--- src/rtl/bus_pkg.sv ---
`default_nettype none
// ============================================================
// Module : bus_pkg
// Desc   : Shared response and FSM state encodings for bus_slave
// Rev    : 1.0 - initial release
// ============================================================
package bus_pkg;

    typedef enum logic [1:0] {
        RESP_OKAY   = 2'b00,
        RESP_SLVERR = 2'b01
    } resp_e;

    typedef enum logic [1:0] {
        IDLE = 2'b00,
        WAIT = 2'b01,
        BEAT = 2'b10
    } state_e;

    // Wait-state counter is 4 bits wide.
    localparam int c_max_wait = 15;

endpackage
`default_nettype wire

--- src/rtl/bus_slave_mem.sv ---
`default_nettype none
// ============================================================
// Module : bus_slave_mem
// Desc   : Word storage with write port, registered read port, reset clear
// Rev    : 1.0 - initial release
// ============================================================
module bus_slave_mem #(
    parameter int ADDR_WIDTH = 8,
    parameter int DATA_WIDTH = 32,
    parameter int MEM_DEPTH  = 64
) (
    input  logic                  clk,
    input  logic                  rst,
    input  logic                  i_wr_en,
    input  logic [ADDR_WIDTH-1:0] i_wr_addr,
    input  logic [DATA_WIDTH-1:0] i_wr_data,
    input  logic                  i_rd_en,
    input  logic [ADDR_WIDTH-1:0] i_rd_addr,
    output logic [DATA_WIDTH-1:0] o_rd_data
);

    localparam int                c_idx_w = (MEM_DEPTH > 1) ? $clog2(MEM_DEPTH) : 1;
    localparam logic [ADDR_WIDTH:0] c_depth = (ADDR_WIDTH+1)'(MEM_DEPTH);

    logic [DATA_WIDTH-1:0] r_mem [MEM_DEPTH];
    logic [DATA_WIDTH-1:0] r_rd_data;
    logic                  w_wr_ok;
    logic                  w_rd_ok;

    // Range checks use the full address so out-of-range accesses never alias.
    assign w_wr_ok = i_wr_en && ({1'b0, i_wr_addr} < c_depth);
    assign w_rd_ok = i_rd_en && ({1'b0, i_rd_addr} < c_depth);

    always_ff @(posedge clk or posedge rst) begin
        if (rst) begin
            for (int i = 0; i < MEM_DEPTH; i++) begin
                r_mem[i] <= '0;
            end
            r_rd_data <= '0;
        end else begin
            if (w_wr_ok) begin
                r_mem[i_wr_addr[c_idx_w-1:0]] <= i_wr_data;
            end
            r_rd_data <= w_rd_ok ? r_mem[i_rd_addr[c_idx_w-1:0]] : '0;
        end
    end

    assign o_rd_data = r_rd_data;

endmodule
`default_nettype wire

--- src/rtl/bus_slave.sv ---
`default_nettype none
// ============================================================
// Module : bus_slave
// Desc   : Burst-capable memory slave with configurable wait states
// Rev    : 1.0 - initial release
// ============================================================
module bus_slave #(
    parameter int ADDR_WIDTH  = 8,
    parameter int DATA_WIDTH  = 32,
    parameter int MEM_DEPTH   = 64,
    parameter int WAIT_CYCLES = 1
) (
    input  logic                  clk,
    input  logic                  rst,
    input  logic                  valid,
    output logic                  ready,
    input  logic                  wr_en,
    input  logic [ADDR_WIDTH-1:0] addr,
    input  logic [DATA_WIDTH-1:0] wdata,
    output logic [DATA_WIDTH-1:0] rdata,
    output logic [1:0]            resp,
    input  logic [3:0]            burst_len,
    output logic                  busy
);

    import bus_pkg::*;

    localparam int                  c_wait_cfg = (WAIT_CYCLES > c_max_wait) ? c_max_wait : WAIT_CYCLES;
    localparam logic [3:0]          c_wait     = 4'(c_wait_cfg);
    localparam logic [ADDR_WIDTH:0] c_depth    = (ADDR_WIDTH+1)'(MEM_DEPTH);

    state_e                r_state;
    state_e                w_state_next;
    logic [ADDR_WIDTH-1:0] r_addr;
    logic [ADDR_WIDTH-1:0] w_addr_next;
    logic                  r_wr;
    logic                  w_wr_next;
    logic [3:0]            r_beat_cnt;
    logic [3:0]            w_beat_cnt_next;
    logic [3:0]            r_wait_cnt;
    logic [3:0]            w_wait_cnt_next;
    logic                  w_hs;
    logic                  w_in_range;
    logic                  w_mem_rd_en;
    logic [DATA_WIDTH-1:0] w_mem_rdata;

    assign w_hs       = (r_state == BEAT) && valid;
    assign w_in_range = ({1'b0, r_addr} < c_depth);

    always_ff @(posedge clk or posedge rst) begin
        if (rst) begin
            r_state    <= IDLE;
            r_addr     <= '0;
            r_wr       <= 1'b0;
            r_beat_cnt <= '0;
            r_wait_cnt <= '0;
        end else begin
            r_state    <= w_state_next;
            r_addr     <= w_addr_next;
            r_wr       <= w_wr_next;
            r_beat_cnt <= w_beat_cnt_next;
            r_wait_cnt <= w_wait_cnt_next;
        end
    end

    always_comb begin
        w_state_next    = r_state;
        w_addr_next     = r_addr;
        w_wr_next       = r_wr;
        w_beat_cnt_next = r_beat_cnt;
        w_wait_cnt_next = r_wait_cnt;
        case (r_state)
            IDLE: begin
                if (valid) begin
                    w_addr_next     = addr;
                    w_wr_next       = wr_en;
                    w_beat_cnt_next = burst_len;
                    w_wait_cnt_next = c_wait;
                    w_state_next    = (c_wait != 4'd0) ? WAIT : BEAT;
                end
            end
            WAIT: begin
                if (!valid) begin
                    w_state_next    = IDLE;
                    w_beat_cnt_next = '0;
                    w_wait_cnt_next = '0;
                end else begin
                    w_wait_cnt_next = r_wait_cnt - 4'd1;
                    if (r_wait_cnt <= 4'd1) begin
                        w_state_next = BEAT;
                    end
                end
            end
            BEAT: begin
                if (!valid || (r_beat_cnt == 4'd0)) begin
                    w_state_next    = IDLE;
                    w_beat_cnt_next = '0;
                    w_wait_cnt_next = '0;
                end else begin
                    w_beat_cnt_next = r_beat_cnt - 4'd1;
                    w_addr_next     = r_addr + 1'b1;
                    w_wait_cnt_next = c_wait;
                    w_state_next    = (c_wait != 4'd0) ? WAIT : BEAT;
                end
            end
            default: begin
                w_state_next = IDLE;
            end
        endcase
    end

    // Prefetch the next beat's word so it is registered by the time BEAT is entered.
    assign w_mem_rd_en = (w_state_next == BEAT) && !w_wr_next;

    bus_slave_mem #(
        .ADDR_WIDTH (ADDR_WIDTH),
        .DATA_WIDTH (DATA_WIDTH),
        .MEM_DEPTH  (MEM_DEPTH)
    ) u_mem (
        .clk       (clk),
        .rst       (rst),
        .i_wr_en   (w_hs && r_wr && w_in_range),
        .i_wr_addr (r_addr),
        .i_wr_data (wdata),
        .i_rd_en   (w_mem_rd_en),
        .i_rd_addr (w_addr_next),
        .o_rd_data (w_mem_rdata)
    );

    assign ready = w_hs;
    assign busy  = (r_state != IDLE);
    assign resp  = (w_hs && !w_in_range) ? RESP_SLVERR : RESP_OKAY;
    assign rdata = (w_hs && !r_wr && w_in_range) ? w_mem_rdata : '0;

endmodule
`default_nettype wire

--- config.mk ---
export PLATFORM = sky130hd
export DESIGN_NAME = bus_slave
export DESIGN_NICKNAME = d
export VERILOG_FILES = /design/src/rtl/bus_pkg.sv /design/src/rtl/bus_slave_mem.sv /design/src/rtl/bus_slave.sv
export SDC_FILE = /design/constraint.sdc
export NUM_CORES = 2
export LEC_CHECK = 0
export ABC_CLOCK_PERIOD_IN_PS = 161000
export BUFFER_PORTS_ARGS = -buffer_cell sky130_fd_sc_hd__buf_4
export CAP_MARGIN = 10
export CORE_MARGIN = 2
export CORE_UTILIZATION = 40
export DETAILED_ROUTE_END_ITERATION = 10
export PLACE_DENSITY_LB_ADDON = 0.15
export SLEW_MARGIN = 20
export SYNTH_ARGS = -nofsm -noshare
export SYNTH_HDL_FRONTEND = slang
export SYNTH_HIERARCHICAL = 1
export SYNTH_SLANG_ARGS = --single-unit
--- constraint.sdc ---
create_clock -name clk -period 161 [get_ports clk]
set_input_delay 8.05 -clock clk [delete_from_list [all_inputs] [get_ports clk]]
set_output_delay 8.05 -clock clk [all_outputs]
set_load 0.02 [all_outputs]
==> results.json <==
{
  "cp_cell_sequence": "buf_4, nand2_1, nor4_4, buf_4, and2_1, buf_4",
  "rsz0062_at_grt": "false",
  "post_cts_buffers": 0,
  "place_hpwl_um": 153800,
  "layout-drive-gt1-share": 0.5489,
  "placed_area_um2": 98700,
  "cts_tree": "done",
  "synthArstFlopShare": 1.000,
  "viasPerCell": 5.801,
  "critical_path_arrival_ns": 9.65,
  "htreeDepth": 4,
  "synth_top_cell_area_share": 0.5518,
  "wirelength_um": 280100,
  "clkTransAtPathRegs_ns": 0.06,
  "path_common_cell": "buf_4",
  "layout_common_cells": "dfrtp_1, mux2_2, mux4_2",
  "fin_util": 0.4482,
  "start_util": 0.4014,
  "setup_tns_ns": 0,
  "synthSimpleGateAreaFrac": 0.01630,
  "synth_adder_area_share": 0.001183,
  "ys.warnings.count": 6,
  "pin_count": 84,
  "hold_path_end": "u_mem/r_mem[1559]",
  "synth_mux_area_frac": 0.3886,
  "avgSynthCellArea_um2": 15.93,
  "gr-total-overflow": 0,
  "status": "complete, no violations",
  "fmax_mhz": 56.50,
  "slew_headroom": 0.1776,
  "hold-path-cell-count": 1,
  "reg2reg_from": "r_beat_cnt[0]",
  "multi_input_area_um2": 40330,
  "routabilityCongestion": 0.7677,
  "grt_pass1_vias": 56103,
  "min_from": "u_mem/r_mem[1559]",
  "cap_violations": 0,
  "synth_compound_area_frac": 0.01362,
  "cts.path.max_buffers": 3,
  "synth_edf_count": 0,
  "cts_hold_buf": 0,
  "area_growth_syn_to_layout_pct": 11.67,
  "hp-class": "reg2reg",
  "grt_pass1_wl_um": 410900,
  "nFillCells": 20809,
  "maxSlewViolCount": 0,
  "vias": 53370,
  "synth.distinct_cells": 59,
  "firstDrtPassIters": 5,
  "antenna_left": 0,
  "mostFrequentLayoutCell": "dfrtp_1",
  "ir_drop_mv": 0.02093,
  "synthCells": 5976,
  "clock-sinks": 2099,
  "worst_pin_slew_ns": 1.229,
  "fin_skew_ns": 0.02809,
  "postLayoutCellArea_um2": 106300,
  "die_area_um2": 241900,
  "required_ns": 152.95,
  "crit_slowest_cell": "buf_4",
  "portBuffers": 82,
  "core_um2": 237200,
  "drtIter0Drc": 4066,
  "cts_root_buf": "clkbuf_16",
  "synth_top_family_by_area": "multiplexers",
  "crit_path_start_kind": "input pin",
  "drc": 0,
  "synth_area_leaders": "dfrtp_1, mux2_2, mux4_2",
  "p_total_uw": 1465,
  "crit_fanout": 22,
  "die_h_um": 491.8,
  "synth_xor_area_frac": 0.0005520,
  "seq_area_um2": 52530,
  "finalSetupViolCount": 0,
  "fin_crit_sh": 0.1099,
  "hold_slack_ns": 0.4879,
  "ys.flop_type": "dfrtp_1",
  "grt_max_degree": 183,
  "std_cell_rows": 179,
  "end_kind": "output port",
  "antenna_found_initial": 11,
  "p_leak_uw": 0.05143,
  "grtUsageTotal": 0.2331,
  "power_density_nw_per_um2": 13.78,
  "reg2reg_slack_ns": 154.45,
  "yosysSeqAreaShare": 0.5518,
  "r2r_cells": 13,
  "wl_per_cell_um": 30.45,
  "die_width_um": 491.8,
  "hold_viol": 0,
  "worstSetupPathType": "in2out",
  "nNetsFinal": 5888,
  "period_minus_slack_ns": 17.70,
  "syn-num-nets": 6033,
  "clock_latency_ns": 0.87,
  "crit-reg2reg-capture": "u_mem/o_rd_data[12]",
  "post_cts_resized": 0,
  "synth-seq-cells": 2099,
  "synth_area_um2": 95200,
  "yosysTopAreaCell": "dfrtp_1",
  "max_stage_delay_ns": 0.51,
  "numCtsBuffers": 224
}
## worst max-delay path, delay by kind of cell
kind,cells,cell delay [ns]
buf+inv,3,0.89
simple gates,3,0.67
## metrics by stage
| step | std cells | worst slack (ns) |
|---|---|---|
| detailed placement | 8770 | 143.24 |
| floorplan | 5976 | 94.19 |
| CTS | 9183 | 143.23 |
| global route | 9187 | 143.09 |
| finish | 9200 | 143.30 |
| global placement | 8770 | 143.28 |
## synth_stat cells (all sizes together), types with 20 or more instances
| cell | n |
|---|---|
| nand2 | 127 |
| buf | 358 |
| a31oi | 24 |
| nor2 | 59 |
| dfrtp | 2099 |
| a21oi | 39 |
| a22oi | 28 |
| clkbuf | 243 |
| mux4 | 571 |
| nor3 | 28 |
| and2 | 35 |
| o22ai | 20 |
| nor2b | 25 |
| mux2 | 2080 |
| mux2i | 71 |
| o21ai | 33 |
## state kept, by name (all words and copies together), names as in the netlist
signal and count:
u_mem/r_mem 2048, u_mem/o_rd_data 32, r_addr 8, r_beat_cnt 4
r_wait_cnt 4, r_state 2, r_wr 1
## metal layers
metal  global-route usage  up-vias  wire (um)
met5                    0        -          0
met1               0.3407    29904     130300
met3              0.03318      357      12440
met4              0.05530        0       6020
met2               0.3679     1135     131400
li1                     -    21974          -
## where the power goes
group	switching, uW	internal [uW]
clock	218	309
sequential	10.5	539
combinational	260	129
## final cells by class
class	instances	share of cell area
clock buffers	343	0.06242
repair buffers	230	0.01763
flip-flops and latches	2099	0.4941
diodes	15	0.0003531
clock inverters	70	0.008203
inverters	17	0.0007062
well taps	3167	0.03727
multi-input cells	3259	0.3793
## cell families after synthesis
kind of cell,after synthesis
AOI/OAI and AO/OA,198
xor gates and xnor gates,6
adders and majority gates,9
buffers and inverters,618
DFF,2099
muxes,2722
other,1
and+or+nand+nor,323
## worst max path at each step
stage           from            endpoint  slack, ns  cells after the start
2_1_floorplan    rst  u_mem/o_rd_data[0]      94.19                      1
3_3_place_gp   valid           rdata[23]     143.28                      6
3_5_place_dp   valid           rdata[22]     143.24                      6
4_1_cts        valid           rdata[22]     143.23                      6
5_1_grt        valid           rdata[15]     143.09                      6
6_report       valid           rdata[15]     143.30                      6
Power figures use the tool's default switching activity.
